**src/rtl/spatz_tcdm_amo_bank.sv**
```systemverilog
// TCDM bank stage: plain loads/stores plus in-bank atomic read-modify-write.
// Fixed response latency, one stall cycle per atomic.
module spatz_tcdm_amo_bank #(
    parameter int unsigned AddrWidth  = 10,
    parameter int unsigned DataWidth  = 64,
    parameter int unsigned RspLatency = 1
) (
    input  logic                   clk_i,
    input  logic                   rst_i,
    input  logic                   req_valid_i,
    output logic                   req_ready_o,
    input  logic [AddrWidth-1:0]   req_addr_i,
    input  logic                   req_write_i,
    input  logic [3:0]             req_amo_i,
    input  logic [DataWidth-1:0]   req_data_i,
    input  logic [DataWidth/8-1:0] req_strb_i,
    output logic                   rsp_valid_o,
    output logic [DataWidth-1:0]   rsp_data_o,
    output logic                   sram_req_o,
    output logic                   sram_we_o,
    output logic [AddrWidth-1:0]   sram_addr_o,
    output logic [DataWidth-1:0]   sram_wdata_o,
    output logic [DataWidth/8-1:0] sram_be_o,
    input  logic [DataWidth-1:0]   sram_rdata_i
);

    localparam int unsigned NumLanes = DataWidth / 32;
    localparam int unsigned LaneW    = NumLanes > 1 ? $clog2(NumLanes) : 1;

    typedef enum logic [0:0] {
        IDLE,
        AMO_WB
    } state_e;

    state_e               state_q, state_d;
    logic [AddrWidth-1:0] amo_addr_q;
    logic [31:0]          amo_opd_q;
    logic [3:0]           amo_op_q;
    logic [LaneW-1:0]     amo_lane_q;

    logic                 req_amo;
    logic                 accept;
    logic [LaneW-1:0]     lane_sel;
    logic [31:0]          opd_sel;
    logic [31:0]          old_lane;
    logic [31:0]          new_lane;
    logic                 rsp_v1_q;
    logic                 rsp_ld1_q;
    logic [DataWidth-1:0] rsp_data1;

    // Opcodes 10..15 fall through as plain accesses.
    assign req_amo     = (req_amo_i != 4'd0) && (req_amo_i <= 4'd9);
    assign req_ready_o = (state_q == IDLE) && !rst_i;
    assign accept      = req_valid_i && req_ready_o;

    // Lowest lane with all four byte enables set wins.
    always_comb begin
        lane_sel = '0;
        for (int i = NumLanes - 1; i >= 0; i--) begin
            if (req_strb_i[4*i +: 4] == 4'hF) lane_sel = LaneW'(i);
        end
    end

    assign opd_sel  = req_data_i[32*lane_sel +: 32];
    assign old_lane = sram_rdata_i[32*amo_lane_q +: 32];

    always_comb begin
        new_lane = old_lane;
        case (amo_op_q)
            4'd1:    new_lane = amo_opd_q;
            4'd2:    new_lane = old_lane + amo_opd_q;
            4'd3:    new_lane = old_lane & amo_opd_q;
            4'd4:    new_lane = old_lane | amo_opd_q;
            4'd5:    new_lane = old_lane ^ amo_opd_q;
            4'd6:    new_lane = ($signed(old_lane) > $signed(amo_opd_q)) ? old_lane : amo_opd_q;
            4'd7:    new_lane = (old_lane > amo_opd_q) ? old_lane : amo_opd_q;
            4'd8:    new_lane = ($signed(old_lane) < $signed(amo_opd_q)) ? old_lane : amo_opd_q;
            4'd9:    new_lane = (old_lane < amo_opd_q) ? old_lane : amo_opd_q;
            default: new_lane = old_lane;
        endcase
    end

    always_comb begin
        state_d      = state_q;
        sram_req_o   = 1'b0;
        sram_we_o    = 1'b0;
        sram_addr_o  = req_addr_i;
        sram_wdata_o = req_data_i;
        sram_be_o    = req_strb_i;
        unique case (state_q)
            IDLE: begin
                if (accept) begin
                    sram_req_o = 1'b1;
                    if (req_amo) begin
                        sram_be_o = '1;
                        state_d   = AMO_WB;
                    end else begin
                        sram_we_o = req_write_i;
                    end
                end
            end
            AMO_WB: begin
                // Reset here drops the write-back.
                sram_req_o   = !rst_i;
                sram_we_o    = !rst_i;
                sram_addr_o  = amo_addr_q;
                sram_wdata_o = sram_rdata_i;
                sram_wdata_o[32*amo_lane_q +: 32] = new_lane;
                sram_be_o    = '0;
                sram_be_o[4*amo_lane_q +: 4] = 4'hF;
                state_d      = IDLE;
            end
            default: state_d = IDLE;
        endcase
    end

    always_ff @(posedge clk_i) begin
        if (rst_i) begin
            state_q   <= IDLE;
            rsp_v1_q  <= 1'b0;
            rsp_ld1_q <= 1'b0;
        end else begin
            state_q   <= state_d;
            rsp_v1_q  <= accept;
            rsp_ld1_q <= accept && (req_amo || !req_write_i);
        end
    end

    always_ff @(posedge clk_i) begin
        if (accept && req_amo) begin
            amo_addr_q <= req_addr_i;
            amo_opd_q  <= opd_sel;
            amo_op_q   <= req_amo_i;
            amo_lane_q <= lane_sel;
        end
    end

    assign rsp_data1 = rsp_ld1_q ? sram_rdata_i : '0;

    if (RspLatency == 1) begin : g_lat1
        assign rsp_valid_o = rsp_v1_q;
        assign rsp_data_o  = rsp_data1;
    end else begin : g_pipe
        localparam int unsigned Depth = RspLatency - 1;
        logic [Depth-1:0]     v_q;
        logic [DataWidth-1:0] d_q [Depth];

        always_ff @(posedge clk_i) begin
            if (rst_i) begin
                v_q <= '0;
                for (int i = 0; i < Depth; i++) d_q[i] <= '0;
            end else begin
                v_q[0] <= rsp_v1_q;
                d_q[0] <= rsp_data1;
                for (int i = 1; i < Depth; i++) begin
                    v_q[i] <= v_q[i-1];
                    d_q[i] <= d_q[i-1];
                end
            end
        end

        assign rsp_valid_o = v_q[Depth-1];
        assign rsp_data_o  = d_q[Depth-1];
    end

endmodule

```
**config.mk**
```make
export PLATFORM = sky130hd
export DESIGN_NAME = spatz_tcdm_amo_bank
export DESIGN_NICKNAME = d
export VERILOG_FILES = /design/src/rtl/spatz_tcdm_amo_bank.sv
export SDC_FILE = /design/constraint.sdc
export NUM_CORES = 1
export LEC_CHECK = 0
export CAP_MARGIN = 20
export CORE_UTILIZATION = 31
export DETAILED_ROUTE_END_ITERATION = 6
export GPL_TIMING_DRIVEN = 0
export PLACE_DENSITY = 0.68
export SLEW_MARGIN = 40
export SYNTH_ARGS = -nofsm -noshare
export SYNTH_HDL_FRONTEND = slang
export SYNTH_SLANG_ARGS = --single-unit
```
**constraint.sdc**
```tcl
create_clock -name clk_i -period 9.9 [get_ports clk_i]
set_input_delay 2.97 -clock clk_i [delete_from_list [all_inputs] [get_ports clk_i]]
set_output_delay 2.97 -clock clk_i [all_outputs]
set_load 0.05 [all_outputs]
```
# ---- Word-level counts from Yosys, hierarchy flattened
# Cells that the tools add are included.
# Widths: inputs -> output; s select.
dict set report word_totals {
  reg_bits 50
  output_inout_bits 150
  word_cells 68
}
dict set report classes {
  n_addsub 3
  magnitude_cmp 5
  n_eq_ne 11
  n_shift 6
  muxes 22
  bitwise 5
  n_reduce_logical 9
}
# cell n
set op_table {}
lappend op_table {{$pmux 32 s9} 1}
lappend op_table {{$mux 32} 4}
lappend op_table {{$mux 64} 2}
lappend op_table {{$shiftx 64x7->32} 2}
lappend op_table {{$bwmux 64} 1}
lappend op_table {{$gt 32x32->1} 2}
lappend op_table {{$lt 32x32->1} 2}
lappend op_table {{$shift 32x34->64 const A} 1}
lappend op_table {{$shiftx 32x34->64} 1}
lappend op_table {{$neg 3->34} 1}
lappend op_table {{$neg 6->34} 1}
lappend op_table {{$shift 4x34->8 const A} 1}
lappend op_table {{$shiftx 4x34->8 const A} 1}
lappend op_table {{$add 32x32->32} 1}
lappend op_table {{$and 32x32->32} 1}
lappend op_table {{$or 32x32->32} 1}
lappend op_table {{$xor 32x32->32} 1}
lappend op_table {{$eq 4x3->1 const B} 4}
lappend op_table {{$eq 4x4->1 const B} 4}
lappend op_table {{$mux 8} 2}
lappend op_table {{$pmux 8 s2} 1}
lappend op_table {{$mux 10} 1}
lappend op_table {{$and 8x8->8} 1}
lappend op_table {{$eq 4x2->1 const B} 2}
lappend op_table {{9 further kinds} 22}

# ---- Depth between registers and ports, before layout
dict set report depth {
  word_depth 7
  ltp_mapped 19
  mapped_depth_nobuf 14
}

# ---- Least setup slack after synthesis
# No wires, ideal clock.
dict set report synth_path {
  kind {input-to-output}
  startpoint {input sram_rdata_i[59]}
  endpoint {output sram_wdata_o[29]}
  t_arrival_ps 7086
  required_ps 6930
  setup_slack_ps -156
  path_stages 13
  cell_sequence {nand2_1 a21boi_0 ha_1 nor4_2 nand4_1 nor3_2 nor2_1 a22o_1 a211oi_2 or3_1 buf_2 a221oi_1 a221oi_1}
}
dict set report synth_between {
  elab_chain_len 7
  elab_cells_between_ends 17
  classes_between {add/sub (1); order compare (4); shift (2); mux (7); bitwise (3)}
}
# element line_no
set synth_lines {}
lappend synth_lines {{from (decl)} 24} ;# input logic [DataWidth-1:0] sram_rdata_i
lappend synth_lines {{$shiftx 64x7->32 (*)} 65} ;# assign old_lane = sram_rdata_i[32*amo_lane_q +: 32];
lappend synth_lines {{$lt 32x32->1, or another cell as far along} 78} ;# 4'd9: new_lane = (old_lane < amo_opd_q) ? old_lane : amo_opd_q;
lappend synth_lines {{$mux 32 (on tied branches)} -}
lappend synth_lines {{$pmux 32 s9 (*)} 69} ;# case (amo_op_q)
lappend synth_lines {{$shiftx 32x34->64 (*)} 108} ;# sram_wdata_o[32*amo_lane_q +: 32] = new_lane;
lappend synth_lines {{$bwmux 64 (*)} 108}
lappend synth_lines {{$mux 64 (*)} 90} ;# unique case (state_q)
lappend synth_lines {{to (decl)} 22} ;# output logic [DataWidth-1:0] sram_wdata_o,
# Every way passes the cells marked *; elsewhere a longest branch is shown, timed or not.

# ---- Worst setup path in the final report
dict set report layout_path {
  startpoint {input sram_rdata_i[54]}
  endpoint {output sram_wdata_o[11]}
}
# The elaborated chain is that of the path after synthesis.

==> run_results.csv <==
group,metric,value,unit
run_status,status,"finished with violations",
run_status,violations,"negative setup slack",
grt,grt_max_degree,27,
yosys,synth-simple-area-share,0.205,
final_layout,syn2layout_area_growth,57.4,%
floorplanning,start_util,0.317,
power_and_ir_drop,vdd_drop_max,0.0794,mV
cts,cts-root-buf,"clkbuf_16",
final_layout,fin_util,0.499,
yosys,synthFlopType,"edfxtp_1",
yosys,synth.distinct_cells,81,
timing,fin_crit,9.90,ns
cts,clk_pin_slew,0.08,ns
setup_path,critPathCaptureType,"primary output",
grt,grt_usage,0.316,
timing,maxSlewHeadroom,0.322,
yosys,synth_top_family_by_area,"compound AO/OA/AOI/OAI gates",
timing,worst_slew_pin_slew,1.02,ns
timing,finalHoldViolations,0,
setup_path,critical_path.startpoint_type,"input pin",
route,top_layer_used,"met4",
timing,drv_slew,0,
grt,grt-ovfl-total,0,
flow_run,cap_violations,0,
route,routed_wl,50200,µm
placed_design,dp_hpwl,38300,µm
timing,finalCritPeriodShare,1.00,
yosys,ys_seq_area_frac,0.161,
setup_path,crit_top_cell,"buf_4",
route,drc,0,
final_layout,antenna_cells,0,
yosys,netlist_area,9150,µm²
yosys,synth_cells,1194,
placed_design,placed_cells,1882,
floorplanning,die_h,174,µm
route,wire_per_inst,25.8,µm
setup_path,crit_family,"compound AO/OA/AOI/OAI gates",
yosys,yosysWarnings,0,
setup_path,crit_required,6.93,ns
grt,grt_pass1_wl,72300,µm
cts,clock_latency,0.32,ns
grt,antenna_found_initial,1,
route,wl_met1,19500,µm
route,antenna_left,0,
yosys,synth_compound_area_frac,0.315,
yosys,ys_ff_latch,50,
setup_path,cp_max_fo,6,
cts,clock_sinks,50,
placed_design,place_congestion,1.05,
floorplanning,io_pins,304,
setup_path,worstPathArrival,6.93,ns
yosys,synth-xor-area-share,0.0163,
placed_design,port_buffers,303,
power_and_ir_drop,powerDensity,88.0,nW/µm²
timing,setup_violations,1,
final_layout,nets,1811,
cts,cts_tree,"yes",
timing,fin_ws,-0.00484,ns
route,drt_iter0_markers,1372,
setup_path,path_class,"input pin to primary output",
timing,skew,0.00883,ns
timing,fmax,101,MHz
floorplanning,rows,62,
yosys,synthMuxAreaShare,0.0962,
route,drt-vias-per-instance,6.13,
final_layout,drive_above_1_share,0.240,
cts,hold_buffers,0,
final_layout,final_cells,1945,
grt,grt_pass1_vias,11500,
cts,cts_max_path_buffers,2,
yosys,synthAdderAreaFrac,0.133,
power_and_ir_drop,p_leak,0.00591,µW
setup_path,slowest_delay,0.55,ns
yosys,synth_nets,1445,
yosys,synth_edf_count,47,
route,wl_met3,5690,µm
yosys,async_reset_ff_frac,0,
floorplanning,die-area,30200,µm²
timing,timing.setup.tns,-0.00484,ns
setup_path,slowest_stage,"nor4_4",
route,drtPass1Iterations,5,
placed_design,dpl_worst_slack,-2.09,ns
floorplanning,die_x,174,µm
route,vias,11900,
setup_path,path_buf_inv,5,
cts,numCtsBuffers,5,
floorplanning,coreArea,28900,µm²
yosys,avgSynthCellArea,7.67,µm²
setup_path,path_cells,"dlygate4sd2_1 > mux2i_4 > inv_2 > ha_1 > a21oi_4 > a21oi_2 > nor4_4 > a22o_1 > a211oi_4 > buf_4 > or3_4 > buf_12 > a221o_1 > o32ai_2 > a31oi_1 > buf_4",
route,route.met2.wl,22400,µm
cts,htreeDepth,2,
hold_path,hp-class,"register to register",
==> tightest hold or removal path: cells and delay by family (launching register included) <==
kind | cells | cell delay [ns]
and+or+nand+nor | 2 | 0.39
DFF | 1 | 0.30
buffers and inverters | 1 | 0.30
==> state kept, by name (all words and copies together), names as in the netlist <==
register     cells
amo_opd_q       32
amo_addr_q      10
amo_op_q         4
amo_lane_q       1
rsp_ld1_q        1
rsp_valid_o      1
state_q          1
==> report_power, final <==
part           internal, µW  switching (µW)  total (µW)  leakage [µW]
clock                   120            97.0         217     0.0000771
combinational           302             499         801       0.00538
sequential              241            8.35         249      0.000456
==> per-stage QoR <==
stage          cell area (µm²)  power, µW  hold WS [ns]
2_1_floorplan             9170        670          1.13
3_3_place_gp             12700        935         0.993
3_5_place_dp             12700        941          1.01
4_1_cts                  13900       1210          1.03
5_1_grt                  14400       1300          1.09
6_report                 14400       1270          1.03
==> layout make-up <==
class	count	area (µm²)
flip-flops and latches	50	1470
repair buffers	370	3400
multi-input cells	971	8200
plain buffers	73	354
fillers	2727	14500
well taps	384	480
clock inverters	2	37.5
inverters	89	334
clock buffers	6	129
==> metal layers <==
layer	track usage	vias up
met2	0.506	837
met5	0	-
li1	-	5155
met3	0.0853	162
met1	0.392	5767
met4	0.152	0
==> Yosys cell counts, types with 12 or more instances <==
master    number  area, µm²
nand3_1       21        105
a21o_1        22        165
a211oi_1      16        120
nand2_1       56        210
inv_1         85        319
o21bai_1      12       90.1
a221o_1       26        260
o211ai_1      21        158
mux2i_1       29        290
o21ai_0       68        340
nor2_1       112        420
nor3_1        22        110
edfxtp_1      47       1410
nor2b_1       26        163
mux2_2        50        563
and2_1        75        469
a22oi_1       22        165
clkbuf_1      70        263
a221oi_1      24        210
a21oi_1       84        420
nand2b_1      13       81.3
ha_1          96       1200
==> layout by cell type (no fill, tap or decap), types with 11 or more instances in the layout <==
master,synthesis,layout
nand3_1,21,18
inv_2,4,12
a21oi_1,84,72
buf_4,0,83
a22oi_1,22,22
clkdlybuf4s15_2,0,12
ha_1,96,69
ha_4,0,22
clkbuf_2,0,21
nor2b_1,26,26
edfxtp_1,47,47
dlymetal6s2s_1,0,20
clkbuf_1,70,51
mux2_2,50,43
o21ai_0,68,62
nor2_1,112,111
a21o_1,22,22
o21ai_1,6,11
inv_1,85,77
dlygate4sd2_1,0,26
clkdlybuf4s50_1,0,176
a221o_1,26,26
a221oi_1,24,13
nand2_1,56,56
nor3_1,22,19
o211ai_1,21,21
a221oi_2,5,12
o21bai_1,12,11
nand2b_1,13,13
mux2i_4,0,22
and2_1,75,73
buf_2,9,30
==> logic make-up (layout without fill, tap and decap cells) <==
| group | count (synthesis) | after routing |
|---|---|---|
| flip-flops | 50 | 50 |
| adder cells (fa/ha/maj) | 97 | 97 |
| AND/OR/NAND/NOR | 369 | 369 |
| XOR/XNOR | 17 | 17 |
| buffers and inverters | 173 | 540 |
| multiplexers | 81 | 81 |
| AO/OA/AOI/OAI | 407 | 407 |
==> what timing repair did <==
item | CTS | global route
pin swaps | 38 | 43
buffers inserted | 34 | 31
endpoints found under the setup margin | 64 | 64
gates resized for setup | 547 | 107
cloned | 0 | 1
==> path summary, 6_finish.rpt <==
kind | startpoint | end | slack (ns) | cells past startpoint
worst max-delay path | sram_rdata_i[54] | sram_wdata_o[11] | -0.005 | 16
worst min-delay path | state_q | rsp_valid_o | 1.03 | 3
worst max register to register | state_q | amo_addr_q[1] | 7.95 | 5
worst min register to register | state_q | rsp_valid_o | 1.03 | 3
Power figures use the tool's default switching activity.
==> RTL change: new RTL, same flow settings <==
Set the parameter `DataWidth` to 128 (it was 64).
--- a/src/rtl/spatz_tcdm_amo_bank.sv
+++ b/src/rtl/spatz_tcdm_amo_bank.sv
@@ -3,5 +3,5 @@
 module spatz_tcdm_amo_bank #(
     parameter int unsigned AddrWidth  = 10,
-    parameter int unsigned DataWidth  = 64,
+    parameter int unsigned DataWidth  = 128,
     parameter int unsigned RspLatency = 1
 ) (
Ports: changed (6 resized); port bits go from 304 to 576. No check against the original RTL was run, so the function may have changed too.
==> RTL change against the unedited design <==
- the flow still finishes with violations (setup timing)
- setup slack got worse by 470 ps
- wire length rose by 100%
- final area increased by 53%
- worst hold slack got worse by 130 ps
- sequential cell count grew 1
- via count rose by 61%
- synthesized area is 32% higher
- power is 61% higher
- largest cell class unchanged
==> RTL change: results (changes against the unedited design) <==
| Metric | Value |
|---|---|
| Post-synth EDFFs | 48 (+2.1%) |
| Average routed wire per standard cell | 34.0 um (+32%) |
| Top Registers | amo_opd_q x32, amo_addr_q x10, amo_op_q x4 |
| Worst rel slew slack | 38.1% (+6.0 points) |
| Number of antenna violations at the first check in global routing | 19 (+18) |
| Setup Total Neg Slack | -28840 ps (-28830 ps) |
| Sequential share of the synthesized area | 12.4% (-3.7 points) |
| Critical R2R Launch | state_q |
| Worst Slack Setup Final | -476 ps (-472 ps) |
| Cells on Worst Hold Path | 2 (-1) |
| Total iterations of the first detailed-routing run | 6 (+1) |
| GP Congestion | 1.09 (+3.6%) |
| Number of global-route vias before repair | 18000 (+57%) |
| Number of buffers added by the clock tree synthesis step | 5 (unchanged) |
| Terminating pin of the worst hold path | rsp_valid_o |
| Flip-flop cell with the highest count after synthesis | sky130_fd_sc_hd__edfxtp_1 |
| Total number of yosys warnings | 0 (unchanged) |
| Total nets after synthesis | 2172 (+50%) |
| Skew-Pair Late Insertion Delay | 350 ps (+30 ps) |
| Via count | 19200 (+61%) |
| Fin Clk Skew | 12.6 ps (+3.81 ps) |
| Cell family contributing the most delay on the critical path | simple AND/OR/NAND/NOR gates |
| Depth of the worst register-to-register path | 4 (-1) |
| Endpoint of the lowest-slack register-to-register path | amo_opd_q[15] |
| Count of different cell masters after synthesis | 77 (-4.9%) |
| Drt first-iter violations | 2511 (+83%) |
| Run status | finished with violations |
| Delay contributed by the slowest stage of the critical path | 610 ps (+60 ps) |
| Cell types with the highest counts after synthesis | sky130_fd_sc_hd__o21ai_0, sky130_fd_sc_hd__inv_1, sky130_fd_sc_hd__and2_1 |
| Clk buf depth | 2 (unchanged) |
| Type of the worst min-delay path | reg2reg |
| Worst setup path startpoint | sram_rdata_i[121] |
| Asr flop ratio synth | 0% (unchanged) |
| Violated checks | setup timing |
| Worst ir drop on vdd | 0.0000773 V (-2.7%) |
| Static leakage | 8.95 nW (+51%) |
| GRT Overall Usage | 49.4% (+18 points) |
| Reg clk slew, reported paths | 100 ps (+20 ps) |
| Buffers on Ports | 575 (+90%) |
| Arrival time of the worst setup path | 7410 ps (+480 ps) |
| Critical-path top delay cell | sky130_fd_sc_hd__or4b_4 |
| Final setup violation count | 127 (+126) |
| Maximum number of pins on one net before global-route repair | 33 (+22%) |
| DP HPWL | 78.0 mm (+100%) |
| Layout cells sized above 1 | 28.2% (+4.2 points) |
| Maximum level of the CTS H-tree | 2 (unchanged) |
| Nets | 2868 (+58%) |
| Min-Delay Startpoint | state_q |
| Cell types occupying the most area after synthesis | sky130_fd_sc_hd__o21ai_0, sky130_fd_sc_hd__edfxtp_1, sky130_fd_sc_hd__ha_1, sky130_fd_sc_hd__and2_1, sky130_fd_sc_hd__inv_1 |
| Buffer type at the clock tree root | sky130_fd_sc_hd__clkbuf_16 |
| Slack of the worst reg-to-reg path | 8010 ps (+60 ps) |
| Wire length of the first global-routing pass | 137 mm (+89%) |
| Min Hold Slack | 899 ps (-131 ps) |
| Maximum fanout along the worst path | 5 (-1) |
| P_sw | 1.10 mW (+82%) |
RTL change: changes by cell type after synthesis, sizes merged, moves of 37 or more:
cell / unedited run / this run
and2: 75 / 139
clkbuf: 70 / 124
inv: 89 / 212
mux2: 50 / 13
nand2: 57 / 135
nor2: 112 / 61
o21ai: 75 / 424
RTL change: timing repair:
action	4_1_cts	5_1_grt
pin swaps	139	76
setup endpoints to repair	128	128
resized for setup	1441	98
gates cloned	4	0
buffers inserted	101	26
RTL change: power by group through the flow:
stage	sequential [mW]	combinational, mW	clock, mW
6_report	0.259	1.56	0.222
5_1_grt	0.260	1.59	0.221
4_1_cts	0.258	1.45	0.213
3_5_place_dp	0.263	1.24	0
3_3_place_gp	0.263	1.23	0
2_1_floorplan	0.260	0.703	0
RTL change: logic make-up after synthesis:
family,count (synthesis),synth area share [%]
xor gates and xnor gates,23,1.66
muxes,56,8.03
and+or+nand+nor,418,17.8
buffers and inverters,359,11.5
AOI/OAI and AO/OA,771,38.1
DFF,51,12.4
adders and majority gates,102,10.6
RTL change: how the worst max path moves through the flow:
stage                         to  slack (ps)  depth (start not counted)
6_report        sram_wdata_o[87]        -480                         18
5_1_grt         sram_wdata_o[87]        -480                         18
4_1_cts        sram_wdata_o[102]        -300                         20
3_5_place_dp    sram_wdata_o[87]       -3230                         16
3_3_place_gp    sram_wdata_o[87]       -3220                         16
2_1_floorplan   sram_wdata_o[23]        -390                         14
RTL change: metrics by stage:
stage | std cells | setup WS [ps] | area, sq um
2_1_floorplan | 1780 | -386 | 12400
3_3_place_gp | 2873 | -3220 | 18800
3_5_place_dp | 2875 | -3230 | 18900
4_1_cts | 2973 | -298 | 21500
5_1_grt | 3002 | -480 | 22100
6_report | 3007 | -476 | 22100
RTL change: cell type report:
cell class,instances,area [sq um]
buffer,129,614
multi-input combinational,1370,11100
clock inverter,3,27.5
timing repair buffer,706,7190
tap,518,648
fill,3678,16500
sequential,51,1500
antenna,12,30.0
clock buffer,5,125
inverter,213,802
RTL change: per-layer routing:
layer	global-route usage, %	share of wire, %	up-vias
met2	69.1	41	1685
li1	-	-	7778
met3	21.2	15	392
met5	5.75	0.37	-
met1	63.9	39	9365
met4	23.0	5.6	14
RTL change: worst min-delay path: cells and delay by family, from the launching register on:
family	cells	cell delay, ps
flip-flops	1	460
AND/OR/NAND/NOR	2	400
